===== src/rtl/alu_arbiter_pkg.sv =====
// Shared op codes, FSM state encodings and widths for the two-port ALU arbiter.
// Latency: n/a (declarations only).
// Backpressure: n/a.
//
// Contents: alu_op_e (3-bit op codes), state_e (arbiter FSM states),
// DATA_W / CNT_W widths.
package alu_arbiter_pkg;

    localparam int DATA_W = 32;
    // Wide enough for a settle count up to 15.
    localparam int CNT_W  = 4;

    typedef enum logic [2:0] {
        OP_ADD  = 3'd0,
        OP_SUB  = 3'd1,
        OP_XOR  = 3'd2,
        OP_SLT  = 3'd3,
        OP_AND  = 3'd4,
        OP_NAND = 3'd5,
        OP_NOR  = 3'd6,
        OP_OR   = 3'd7
    } alu_op_e;

    typedef enum logic [1:0] {
        ST_IDLE   = 2'd0,
        ST_SETTLE = 2'd1,
        ST_RESP   = 2'd2
    } state_e;

endpackage : alu_arbiter_pkg


===== src/rtl/alu_arbiter_alu.sv =====
// Purely combinational 32-bit ALU shared by both requesters of the arbiter.
// Latency: combinational; the caller waits a fixed number of cycles before sampling.
// Backpressure: none, outputs follow the inputs continuously.
//
// Ports:
//   i_op       op code (alu_op_e encoding)
//   i_a, i_b   operands
//   o_out      result
//   o_overflow signed overflow, only ever set for ADD and SUB
//   o_zero     high when o_out is all zeros
module alu_arbiter_alu
    import alu_arbiter_pkg::*;
(
    input  logic [2:0]        i_op,
    input  logic [DATA_W-1:0] i_a,
    input  logic [DATA_W-1:0] i_b,
    output logic [DATA_W-1:0] o_out,
    output logic              o_overflow,
    output logic              o_zero
);

    logic [DATA_W-1:0] w_sum;
    logic [DATA_W-1:0] w_diff;
    logic              w_add_ovf;
    logic              w_sub_ovf;
    logic              w_slt;

    assign w_sum  = i_a + i_b;
    assign w_diff = i_a - i_b;

    // Two's-complement overflow: operands that push the result past the
    // sign boundary flip the result sign relative to operand a.
    assign w_add_ovf = (i_a[DATA_W-1] == i_b[DATA_W-1]) &&
                       (w_sum[DATA_W-1] != i_a[DATA_W-1]);
    assign w_sub_ovf = (i_a[DATA_W-1] != i_b[DATA_W-1]) &&
                       (w_diff[DATA_W-1] != i_a[DATA_W-1]);

    assign w_slt = ($signed(i_a) < $signed(i_b));

    always_comb begin
        o_out      = '0;
        o_overflow = 1'b0;
        case (i_op)
            OP_ADD: begin
                o_out      = w_sum;
                o_overflow = w_add_ovf;
            end
            OP_SUB: begin
                o_out      = w_diff;
                o_overflow = w_sub_ovf;
            end
            OP_XOR:  o_out = i_a ^ i_b;
            OP_SLT:  o_out = {{(DATA_W-1){1'b0}}, w_slt};
            OP_AND:  o_out = i_a & i_b;
            OP_NAND: o_out = ~(i_a & i_b);
            OP_NOR:  o_out = ~(i_a | i_b);
            OP_OR:   o_out = i_a | i_b;
            default: o_out = '0;
        endcase
    end

    assign o_zero = (o_out == '0);

endmodule : alu_arbiter_alu


===== src/rtl/alu_arbiter.sv =====
// Two-requester round-robin front end for a single multi-cycle combinational ALU.
// Latency: rsp_valid rises exactly SETTLE_CYCLES cycles after the acceptance edge.
// Backpressure: one op in flight; ready is low outside IDLE and the response holds until rsp_ready.
//
// Ports:
//   clk, reset                      clock (rising edge), async active-high reset
//   reqN_valid/_ready/_op/_a/_b     requester N (N=0,1) valid-ready request channel
//   rsp_valid/_ready                response handshake
//   rsp_id/_result/_overflow/_zero  captured response payload
//   busy                            high whenever the FSM is not IDLE
// SETTLE_CYCLES (1..15) times the clk period must exceed the worst-case ALU
// propagation delay; the ALU path is treated as multicycle by the integrator.
module alu_arbiter
    import alu_arbiter_pkg::*;
#(
    parameter int unsigned SETTLE_CYCLES = 4
)
(
    input  logic              clk,
    input  logic              reset,

    input  logic              req0_valid,
    output logic              req0_ready,
    input  logic [2:0]        req0_op,
    input  logic [DATA_W-1:0] req0_a,
    input  logic [DATA_W-1:0] req0_b,

    input  logic              req1_valid,
    output logic              req1_ready,
    input  logic [2:0]        req1_op,
    input  logic [DATA_W-1:0] req1_a,
    input  logic [DATA_W-1:0] req1_b,

    output logic              rsp_valid,
    input  logic              rsp_ready,
    output logic              rsp_id,
    output logic [DATA_W-1:0] rsp_result,
    output logic              rsp_overflow,
    output logic              rsp_zero,

    output logic              busy
);

    localparam logic [CNT_W-1:0] CNT_LOAD = CNT_W'(SETTLE_CYCLES - 1);

    // FSM and datapath state
    state_e            r_state;
    logic              r_ptr;
    logic [CNT_W-1:0]  r_cnt;
    logic [2:0]        r_op;
    logic [DATA_W-1:0] r_a;
    logic [DATA_W-1:0] r_b;
    logic              r_rsp_valid;
    logic              r_rsp_id;
    logic [DATA_W-1:0] r_rsp_result;
    logic              r_rsp_overflow;
    logic              r_rsp_zero;
    logic              r_busy;

    // Arbitration and ALU wires
    logic              w_grant_id;
    logic              w_idle;
    logic              w_accept;
    logic [2:0]        w_sel_op;
    logic [DATA_W-1:0] w_sel_a;
    logic [DATA_W-1:0] w_sel_b;
    logic [DATA_W-1:0] w_alu_out;
    logic              w_alu_ovf;
    logic              w_alu_zero;

    // Grant req1 when it is the only one asking, or when both ask and the
    // pointer favours it; otherwise the grant rests on req0.
    assign w_grant_id = req1_valid && (!req0_valid || r_ptr);
    assign w_idle     = (r_state == ST_IDLE);

    // Ready is gated by reset directly so it drops the instant reset rises,
    // not one edge later.
    assign req0_ready = w_idle && !w_grant_id && req0_valid && !reset;
    assign req1_ready = w_idle &&  w_grant_id && req1_valid && !reset;
    assign w_accept   = req0_ready || req1_ready;

    assign w_sel_op = w_grant_id ? req1_op : req0_op;
    assign w_sel_a  = w_grant_id ? req1_a  : req0_a;
    assign w_sel_b  = w_grant_id ? req1_b  : req0_b;

    // The ALU sees only the operand registers, so its inputs stay frozen for
    // the whole settle window regardless of what the requesters do.
    alu_arbiter_alu u_alu (
        .i_op       (r_op),
        .i_a        (r_a),
        .i_b        (r_b),
        .o_out      (w_alu_out),
        .o_overflow (w_alu_ovf),
        .o_zero     (w_alu_zero)
    );

    always_ff @(posedge clk or posedge reset) begin
        if (reset) begin
            r_state        <= ST_IDLE;
            r_ptr          <= 1'b0;
            r_cnt          <= '0;
            r_op           <= '0;
            r_a            <= '0;
            r_b            <= '0;
            r_rsp_valid    <= 1'b0;
            r_rsp_id       <= 1'b0;
            r_rsp_result   <= '0;
            r_rsp_overflow <= 1'b0;
            r_rsp_zero     <= 1'b0;
            r_busy         <= 1'b0;
        end else begin
            case (r_state)
                ST_IDLE: begin
                    if (w_accept) begin
                        r_op     <= w_sel_op;
                        r_a      <= w_sel_a;
                        r_b      <= w_sel_b;
                        // rsp_valid is low here, so the id can be recorded
                        // straight into the response register.
                        r_rsp_id <= w_grant_id;
                        r_cnt    <= CNT_LOAD;
                        r_busy   <= 1'b1;
                        r_state  <= ST_SETTLE;
                    end
                end

                ST_SETTLE: begin
                    // Counter starts at SETTLE_CYCLES-1, so the capture edge
                    // is exactly SETTLE_CYCLES edges after acceptance.
                    if (r_cnt == '0) begin
                        r_rsp_result   <= w_alu_out;
                        r_rsp_overflow <= w_alu_ovf;
                        r_rsp_zero     <= w_alu_zero;
                        r_rsp_valid    <= 1'b1;
                        r_state        <= ST_RESP;
                    end else begin
                        r_cnt <= r_cnt - 1'b1;
                    end
                end

                ST_RESP: begin
                    if (r_rsp_valid && rsp_ready) begin
                        r_rsp_valid <= 1'b0;
                        // Favour the other requester on the next tie.
                        r_ptr       <= ~r_rsp_id;
                        r_busy      <= 1'b0;
                        r_state     <= ST_IDLE;
                    end
                end

                default: begin
                    r_rsp_valid <= 1'b0;
                    r_busy      <= 1'b0;
                    r_state     <= ST_IDLE;
                end
            endcase
        end
    end

    assign rsp_valid    = r_rsp_valid;
    assign rsp_id       = r_rsp_id;
    assign rsp_result   = r_rsp_result;
    assign rsp_overflow = r_rsp_overflow;
    assign rsp_zero     = r_rsp_zero;
    assign busy         = r_busy;

endmodule : alu_arbiter


===== config.mk =====
export PLATFORM = sky130hd
export DESIGN_NAME = alu_arbiter
export DESIGN_NICKNAME = d
export VERILOG_FILES = /design/src/rtl/alu_arbiter_pkg.sv /design/src/rtl/alu_arbiter_alu.sv /design/src/rtl/alu_arbiter.sv
export SDC_FILE = /design/constraint.sdc
export NUM_CORES = 1
export LEC_CHECK = 0
export ABC_AREA = 1
export CAP_MARGIN = 20
export CORE_MARGIN = 2
export CORE_UTILIZATION = 25
export DETAILED_ROUTE_END_ITERATION = 16
export HOLD_SLACK_MARGIN = 0.03
export PLACE_DENSITY_LB_ADDON = 0.3
export SLEW_MARGIN = 0
export SYNTH_ARGS = -nofsm -noshare
export SYNTH_HDL_FRONTEND = slang
export SYNTH_SLANG_ARGS = --single-unit

===== constraint.sdc =====
create_clock -name clk -period 8.4 [get_ports clk]
set_clock_uncertainty 0.05 [all_clocks]
set_input_delay 0.84 -clock clk [delete_from_list [all_inputs] [get_ports clk]]
set_output_delay 0.84 -clock clk [all_outputs]
set_load 0.1 [all_outputs]

==> flow_metrics.tcl <==
set metrics [dict create \
    rsz0062_at_grt "false" \
    final_cell_mix "611 x nand2_1, 249 x inv_1, 235 x nor2_1" \
    ys_warn_count 0 \
    hold_viol 0 \
    critPathKind "in -> out" \
    synth_flop_cell "dfrtp_1" \
    worst-r2r-cell-count 12 \
    ant_nets 0 \
    cts_max_level 3 \
    cts-root-buf "clkbuf_16" \
    crit_path_top_delay_cell "clkdlybuf4s50_1" \
    place_hpwl_um 36300 \
    end_kind "output pin" \
    finalMaxSlewViolations 0 \
    drc_errors 0 \
    post_cts_resized 0 \
    avgSynthCellArea_um2 6.13 \
    synth-simple-area-share_pct 38.7 \
    drive_gt1_share_pct 4.00 \
    clkLatencyLatePin_ps 380 \
    final.min_clock_period_ps 3890 \
    grt_util_met3_pct 1.98 \
    final_nets 2259 \
    max_stage_delay_ps 1130 \
    grt_first_pass_wirelength_um 69700 \
    r2r_setup_slack_ps 4920 \
    place_congestion 0.982 \
    synth_xor_area_share_pct 0.0750 \
    overflow 0 \
    met2_usage_pct 28.9 \
    die_h_um 220 \
    ys_seq_area_share_pct 23.8 \
    ioPinCount 178 \
    cp_cell_sequence "clkdlybuf4s50_1, nand2_1, nand2_2, inv_2, nand2_1, inv_1, clkdlybuf4s50_1" \
    worstMarginPinSlew_ps 1030 \
    hp-start "rsp_result[12]" \
    period_share_pct 46.3 \
    syn_nets 2144 \
    start_util_pct 25.2 \
    grt_pass1_vias 12224 \
    synth-adder-area-share_pct 10.8 \
    avgViaCountPerCell 4.86 \
    fp.dieW_um 220 \
    crit_start "req0_valid" \
    fmax_mhz 257 \
    row_count 79 \
    slew_headroom_pct 30.9 \
    first_pass_iters 5 \
    synth.area.mux_share_pct 0.0857 \
    crit_arrival_ps 3000 \
    dr.first_iter.drc_count 1061 \
    cts_sinks 111 \
    clockBufferDepth 2 \
    synth_top_family_by_area "simple AND/OR/NAND/NOR gates" \
    areaGrowthSynthToFinish_pct 20.4 \
    finalWirelength_um 45100 \
    dp_worst_setup_slack_ps 3820 \
    core_um2 46400 \
    ys_ff_latch 111 \
    async_reset_ff_share_pct 100 \
    grt_antenna_before_repair 0 \
    synthCells 1905 \
    wl_per_cell_um 17.2 \
    busiest_layer "met2" \
    cts_tree "done" \
    use_met1_pct 27.0 \
    tns_ps 0 \
    cts_buffers 9 \
    setup_slack_ps 4510 \
    cts_hold_buf 0 \
    holdPathEnd "rsp_result[12]" \
    holdPathStages 2 \
    synth-compound-area-share_pct 13.6 \
    die_area_um2 48500 \
    worstSetupStartpointType "input port" \
    portBuffers 177 \
    utilization_pct 30.4 \
    antenna_cells 0 \
    grt_usage_pct 18.6 \
    r2r_start "r_op[2]" \
    synth_area_um2 11700 \
    postCtsSetupRepairBufs 0 \
    final_cells 2632 \
    ys_types 48 \
    status "completed" \
    synth_enable_flop_cells 0 \
    critPathRequiredTime_ps 7510 \
    dp.cells 2615 \
    hold_class "reg -> reg" \
    vias 12788 \
    setup_viol 0 \
    cap_viol_max_count 0 \
    path_clk_slew_ps 80 \
    grt_max_degree 99 \
    final_common_cell "nand2_1" \
    cp_max_fo 19 \
    r2r_end "rsp_zero" \
]
==> Yosys cell counts, types with 8 or more instances <==
master,n,area share [%]
ha_1,98,10
buf_2,18,0.77
a21oi_1,58,2.5
inv_1,250,8.0
inv_2,13,0.42
buf_6,18,1.7
a31oi_1,68,3.6
o21ai_0,55,2.4
nor2_1,235,7.5
nand4_1,29,1.6
nor2_2,12,0.64
nand3_2,9,0.77
o22ai_1,25,1.3
buf_4,14,0.90
a211oi_1,17,1.1
dfrtp_1,111,24
nand3_1,146,6.3
nor3_1,18,0.77
nand2_1,612,20
clkbuf_1,30,0.96
o21bai_1,8,0.51
==> worst max-delay path by stage <==
| stage | to | slack [ps] |
|---|---|---|
| floorplan | busy | 4580 |
| global placement | req1_ready | 3810 |
| detailed placement | r_cnt[3] | 3820 |
| CTS | req1_ready | 3840 |
| global route | req1_ready | 4390 |
| finish | req1_ready | 4510 |
==> critical path: cells and delay by family <==
family	cells	cell delay, ps
AND/OR/NAND/NOR	3	260
buffers and inverters	4	1900
==> routing by layer <==
metal | vias up | share of wire [%]
met5 | - | 0
met1 | 5878 | 49
li1 | 6352 | -
met4 | 0 | 2.9
met3 | 76 | 5.6
met2 | 482 | 43
==> logic make-up after synthesis <==
logic type	after synthesis
flip-flops	111
XOR/XNOR	1
AO/OA/AOI/OAI	261
buffers and inverters	347
adder cells (fa/ha/maj)	100
AND/OR/NAND/NOR	1084
multiplexers	1
==> metrics by stage <==
stage / area, um^2 / hold WS [ps]
2_1_floorplan: 11700 / 403
3_3_place_gp: 13800 / 415
3_5_place_dp: 13800 / 420
4_1_cts: 14000 / 440
5_1_grt: 14100 / 457
6_report: 14100 / 433
==> registers in the layout, summed over array words and instances (netlist names) <==
name,count
r_a,32
r_b,32
rsp_result,32
r_cnt,4
r_op,3
r_state,2
busy,1
r_ptr,1
rsp_id,1
rsp_overflow,1
rsp_valid,1
rsp_zero,1
==> cell type report <==
cell class	instances	area (um^2)
sequential	111	2780
fill	5101	32300
clock inverter	5	47.5
inverter	266	1010
clock buffer	11	243
multi-input combinational	1447	7390
tap	607	759
timing repair buffer	185	1840
Power is left out: the tool's default activity adds up to more than one toggle a clock period on the data nets, which glitch-free logic cannot reach.
